## config.mk

```make
export PLATFORM = sky130hd
export DESIGN_NAME = satatx_framer_flat
export DESIGN_NICKNAME = d
export VERILOG_FILES = /design/src/rtl/satatx_framer_if.sv /design/src/rtl/satatx_framer.sv /design/src/flat_wrapper.sv
export SDC_FILE = /design/constraint.sdc
export NUM_CORES = 1
export LEC_CHECK = 0
export CORE_MARGIN = 2
export CORE_UTILIZATION = 42
export CTS_BUF_LIST = sky130_fd_sc_hd__clkbuf_8
export CTS_CLUSTER_DIAMETER = 120
export DETAILED_ROUTE_END_ITERATION = 12
export PLACE_DENSITY = 0.84
export SKIP_LAST_GASP = 1
export SYNTH_ARGS = -nofsm -noshare
export SYNTH_HDL_FRONTEND = slang
export SYNTH_SLANG_ARGS = --single-unit
```

## constraint.sdc

```tcl
create_clock -name S_AXI_ACLK -period 2.55 [get_ports S_AXI_ACLK]
set_input_delay 0.51 -clock S_AXI_ACLK [delete_from_list [all_inputs] [get_ports S_AXI_ACLK]]
set_output_delay 0.51 -clock S_AXI_ACLK [all_outputs]
set_load 0.005 [all_outputs]
```

## src/rtl/satatx_framer_if.sv

```systemverilog
// satatx_framer_if: payload-in and primitive-stream-out handshake bundle for the SATA TX framer
// Signals:
//   S_AXIS_*  32-bit payload stream (TVALID/TREADY/TDATA/TLAST) plus TABORT
//   M_AXIS_*  33-bit word/primitive stream, bit 32 flags a primitive
// Modports: master = framer side, slave = environment side.
interface satatx_framer_if;
    logic        S_AXIS_TVALID;
    logic        S_AXIS_TREADY;
    logic [31:0] S_AXIS_TDATA;
    logic        S_AXIS_TLAST;
    logic        S_AXIS_TABORT;
    logic        M_AXIS_TVALID;
    logic        M_AXIS_TREADY;
    logic [32:0] M_AXIS_TDATA;
    modport master (
        input  S_AXIS_TVALID, S_AXIS_TDATA, S_AXIS_TLAST, S_AXIS_TABORT, M_AXIS_TREADY,
        output S_AXIS_TREADY, M_AXIS_TVALID, M_AXIS_TDATA
    );
    modport slave (
        output S_AXIS_TVALID, S_AXIS_TDATA, S_AXIS_TLAST, S_AXIS_TABORT, M_AXIS_TREADY,
        input  S_AXIS_TREADY, M_AXIS_TVALID, M_AXIS_TDATA
    );
endinterface

```

## src/rtl/satatx_framer.sv

```systemverilog
// satatx_framer: wraps payload frames as SOF, data, EOF, WTRM with HOLD on underflow and SYNC when idle
// Ports:
//   S_AXI_ACLK    clock, rising edge
//   S_AXI_ARESET  synchronous active-high reset
//   bus           satatx_framer_if.master: payload stream in, 33-bit primitive/word stream out
module satatx_framer #(
    parameter int P_MINIDLE = 2
) (
    input logic              S_AXI_ACLK,
    input logic              S_AXI_ARESET,
    satatx_framer_if.master  bus
);
    localparam logic [32:0] P_SOF  = 33'h1_7cb5_3737;
    localparam logic [32:0] P_EOF  = 33'h1_7cb5_d5d5;
    localparam logic [32:0] P_WTRM = 33'h1_7cb5_5858;
    localparam logic [32:0] P_SYNC = 33'h1_7c95_b5b5;
    localparam logic [32:0] P_HOLD = 33'h1_7caa_d5d5;
    localparam logic [3:0]  P_CNT  = 4'(P_MINIDLE);

    typedef enum logic [1:0] {S_IDLE, S_DATA, S_EOF, S_WTRM} state_t;

    state_t      r_state, w_state;
    logic [3:0]  r_cnt, w_cnt;
    logic        r_valid;
    logic [32:0] r_data, w_data;
    logic        w_adv;

    assign w_adv             = !r_valid || bus.M_AXIS_TREADY;
    assign bus.M_AXIS_TVALID = r_valid;
    assign bus.M_AXIS_TDATA  = r_data;
    assign bus.S_AXIS_TREADY = !S_AXI_ARESET && bus.M_AXIS_TREADY && r_state == S_DATA && !bus.S_AXIS_TABORT;

    always_comb begin
        w_state = r_state;
        w_cnt   = r_cnt;
        w_data  = r_data;
        case (r_state)
            S_IDLE: begin
                if (r_cnt == 4'd0 && bus.S_AXIS_TVALID) begin
                    w_data  = P_SOF;
                    w_state = S_DATA;
                end else begin
                    w_data = P_SYNC;
                    w_cnt  = (r_cnt != 4'd0) ? r_cnt - 4'd1 : r_cnt;
                end
            end
            S_DATA: begin
                if (bus.S_AXIS_TABORT) begin
                    w_data  = P_WTRM;
                    w_state = S_IDLE;
                    w_cnt   = P_CNT;
                end else if (bus.S_AXIS_TVALID) begin
                    w_data  = {1'b0, bus.S_AXIS_TDATA};
                    w_state = bus.S_AXIS_TLAST ? S_EOF : S_DATA;
                end else begin
                    w_data = P_HOLD;
                end
            end
            S_EOF: begin
                // an abort here drops the EOF so the far end sees WTRM alone and flags the frame
                w_data  = bus.S_AXIS_TABORT ? P_WTRM : P_EOF;
                w_state = bus.S_AXIS_TABORT ? S_IDLE : S_WTRM;
                w_cnt   = bus.S_AXIS_TABORT ? P_CNT : r_cnt;
            end
            default: begin
                w_data  = P_WTRM;
                w_state = S_IDLE;
                w_cnt   = P_CNT;
            end
        endcase
    end

    always_ff @(posedge S_AXI_ACLK) begin
        if (S_AXI_ARESET) begin
            r_state <= S_IDLE;
            r_cnt   <= P_CNT;
            r_valid <= 1'b0;
            r_data  <= P_SYNC;
        end else if (w_adv) begin
            r_state <= w_state;
            r_cnt   <= w_cnt;
            r_valid <= 1'b1;
            r_data  <= w_data;
        end
    end
endmodule
```

## src/flat_wrapper.sv

```systemverilog
// flat-port wrapper written by rule: the top's interface ports become plain ports
module satatx_framer_flat 
#(
    parameter int P_MINIDLE = 2
)
  (S_AXI_ACLK, S_AXI_ARESET, bus_S_AXIS_TVALID, bus_S_AXIS_TDATA, bus_S_AXIS_TLAST, bus_S_AXIS_TABORT, bus_M_AXIS_TREADY, bus_S_AXIS_TREADY, bus_M_AXIS_TVALID, bus_M_AXIS_TDATA);
  satatx_framer_if bus_i ();
  input logic S_AXI_ACLK;
  input logic S_AXI_ARESET;
  input wire logic [$bits(bus_i.S_AXIS_TVALID)-1:0] bus_S_AXIS_TVALID;
  input wire logic [$bits(bus_i.S_AXIS_TDATA)-1:0] bus_S_AXIS_TDATA;
  input wire logic [$bits(bus_i.S_AXIS_TLAST)-1:0] bus_S_AXIS_TLAST;
  input wire logic [$bits(bus_i.S_AXIS_TABORT)-1:0] bus_S_AXIS_TABORT;
  input wire logic [$bits(bus_i.M_AXIS_TREADY)-1:0] bus_M_AXIS_TREADY;
  output wire logic [$bits(bus_i.S_AXIS_TREADY)-1:0] bus_S_AXIS_TREADY;
  output wire logic [$bits(bus_i.M_AXIS_TVALID)-1:0] bus_M_AXIS_TVALID;
  output wire logic [$bits(bus_i.M_AXIS_TDATA)-1:0] bus_M_AXIS_TDATA;
  assign bus_i.S_AXIS_TVALID = bus_S_AXIS_TVALID;
  assign bus_i.S_AXIS_TDATA = bus_S_AXIS_TDATA;
  assign bus_i.S_AXIS_TLAST = bus_S_AXIS_TLAST;
  assign bus_i.S_AXIS_TABORT = bus_S_AXIS_TABORT;
  assign bus_i.M_AXIS_TREADY = bus_M_AXIS_TREADY;
  assign bus_S_AXIS_TREADY = bus_i.S_AXIS_TREADY;
  assign bus_M_AXIS_TVALID = bus_i.M_AXIS_TVALID;
  assign bus_M_AXIS_TDATA = bus_i.M_AXIS_TDATA;
  satatx_framer #(.P_MINIDLE(P_MINIDLE)) u_core (.S_AXI_ACLK(S_AXI_ACLK), .S_AXI_ARESET(S_AXI_ARESET), .bus(bus_i));
endmodule
```

==> impl_metrics.yaml <==
worst_setup_path:
  cp_data_required_time_ns: 2.04
  crit_fanout: 7
  critical_path_arrival_ns: 1.85
  path_class: "flop to output port"
  reg2reg_depth: 6
  start_kind: "flop"
  setup.worst_path.end: "bus_S_AXIS_TREADY"
  critPathCaptureType: "output port"
  reg2reg_slack_ns: 0.51
  regToRegStartpoint: "u_core.r_state[1]"
  cp-startpoint: "u_core.r_state[1]"
  worstReg2RegEnd: "u_core.r_cnt[1]"
sta:
  setup_viol: 0
  fmax_ghz: 0.423
  finalHoldViolCount: 0
  fin_crit_sh: 0.927
  drv_slew: 0
  fin_worst_skew_ns: 0.00668
  tightest_slew_ns: 0.548
  slew_headroom: 0.632
  period_minus_slack_ns: 2.36
  setup-tns-final_ns: 0
  grt_setup_unrepaired: "false"
finish:
  fin_cells: 340
  multi_input_comb_area_um2: 926
  syn2layout_area_growth_pct: 50.1
  final_area_mm2: 0.00273
  seq_area_um2: 801
  fillCellCount: 352
  drive_above_1_share: 0.0724
  finalNetCount: 333
  antennaDiodeCount: 0
clock_tree:
  hold_buffers: 0
  clock_sinks: 40
  cts_buffers: 5
  ctsResizeCount: 0
  cts_tree: "done"
  clk_pin_slew_ns: 0.08
  cts-root-buf: "clkbuf_8"
  post-cts-setup-buffer-count: 0
  ctsLongestPathBuffers: 2
  cts_htree_levels: 2
  clk_latency_ns: 0.30
global_route:
  grt-ovfl-total: 0
  first_global_vias: 1817
  grt_usage: 0.215
  antenna_found_initial: 0
  grt_max_degree: 29
  grt_pass1_wl_um: 8510
synth:
  synth_seq_cells: 40
  yosysMostFrequentCell: "dfxtp_1"
  yosysUniqueCellTypes: 35
  synth_area_leaders: "dfxtp_1 44%, a21oi_1 9.1%, o21ai_0 5.8%, ha_1 4.1%, nor3_1 3.9%"
  avgSynthCellArea_um2: 8.46
  ys_warn_count: 0
  synth_common_cells: "40 x dfxtp_1, 33 x a21oi_1, 21 x o21ai_0, 15 x nand2_1"
  yosysSeqAreaShare: 0.440
  synth_top_area_cell: "dfxtp_1"
  netlist_area_mm2: 0.00182
  syn-num-nets: 259
  synth_top_area_frac: 0.440
  netlist_instances: 215
  synthFlopType: "dfxtp_1"
  synth_edf_count: 0
  synthArstFlopShare: 0
power_and_ir_drop:
  vdd_drop_max_v: 0.000458
  power_mw: 2.08
  power_density_mw_per_mm2: 763
  leakage_nw: 1.06
detailed_routing:
  wl_per_cell_um: 14.8
  wl_met3_um: 442
  routed_wl_um: 5020
  top_layer: "met4"
  routed_via_density: 5.44
  wl_met2_um: 2380
  ant_nets: 0
  vias: 1848
  drc: 0
  wl_met1_um: 2130
  dr.pass1.iters: 4
  drt_iter0_drc: 99
run:
  drv_cap: 0
placed_design:
  place.gp.congestion: 0.806
  place_hpwl_um: 3590
  placed_area_mm2: 0.00261
  portBuffers: 72
  placed_cells: 332
floorplanning:
  dieArea_mm2: 0.00487
  start_util: 0.445
  core_area_mm2: 0.00409
  chipHeight_um: 69.8
  die_x_um: 69.8
  pin_count: 73
  core.rowCount: 23
run_status:
  status: "complete, no violations"
worst_hold_path:
  worstHoldPathType: "flop to flop"
[per-layer routing]
layer / GRT usage / up-vias
li1: - / 924
met1: 0.267 / 848
met2: 0.345 / 67
met3: 0.0901 / 9
met4: 0.0556 / 0
met5: 0 / -
[per-stage QoR]
stage / setup WS, ns / util / hold WS, ns
finish: 0.185 / 0.668 / 0.463
global route: 0.0807 / 0.668 / 0.506
CTS: 0.198 / 0.668 / 0.466
detailed placement: 0.201 / 0.638 / 0.449
global placement: 0.226 / 0.638 / 0.438
floorplan: 0.615 / - / 0.448
[power by group]
group	internal, mW	switching [mW]	leakage (nW)
logic	0.395	0.340	0.671
registers	0.734	0.0683	0.327
clock network	0.320	0.225	0.0614
[flip-flops by register name, summed over array words and instances (netlist names)]
register,count
u_core.bus.M_AXIS_TVALID,1
u_core.r_state,2
u_core.bus.M_AXIS_TDATA,33
u_core.r_cnt,4
[area by class of cell]
type                       count  share of cell area
multi-input combinational    153               0.339
sequential                    40               0.293
timing repair buffer          81               0.289
clock buffer                   6              0.0303
tap                           50              0.0229
clock inverter                 2              0.0142
inverter                       8              0.0110
[cell families after synthesis]
family / count (synthesis) / share of synthesized area
AO/OA/AOI/OAI: 76 / 0.255
adder cells (fa/ha/maj): 6 / 0.0413
buffers and inverters: 22 / 0.0502
flip-flops: 40 / 0.440
multiplexers: 1 / 0.00551
AND/OR/NAND/NOR: 70 / 0.208
[layout by cell type (no fill, tap or decap), types with 6 or more instances in the layout]
master and n:
ha_1 6, nor3_1 14, buf_4 9, o21ai_0 21
a21o_1 7, nor2_1 14, clkbuf_8 6, dfxtp_1 40
clkdlybuf4s50_1 72, inv_1 8, nand2_1 15, a21oi_1 33
a32oi_1 6
[worst min path at each step]
stage                                     start                     endpoint  slack (ns)  cells past startpoint
CTS                 u_core.bus.M_AXIS_TDATA[19]  u_core.bus.M_AXIS_TDATA[19]        0.47                      2
finish              u_core.bus.M_AXIS_TDATA[19]  u_core.bus.M_AXIS_TDATA[19]        0.46                      2
global route        u_core.bus.M_AXIS_TDATA[17]  u_core.bus.M_AXIS_TDATA[17]        0.51                      2
detailed placement  u_core.bus.M_AXIS_TDATA[17]  u_core.bus.M_AXIS_TDATA[17]        0.45                      2
floorplan           u_core.bus.M_AXIS_TDATA[17]  u_core.bus.M_AXIS_TDATA[17]        0.45                      2
global placement    u_core.bus.M_AXIS_TDATA[17]  u_core.bus.M_AXIS_TDATA[17]        0.44                      2
[worst max-delay path: stages, from the launching register on]
cell and delay [ns]:
dfxtp_1 0.48, inv_1 0.11, ha_1 0.21, nor2b_4 0.15, and3_1 0.17, clkdlybuf4s50_1 0.44
Note: power is estimated with default switching activity, not from simulation.
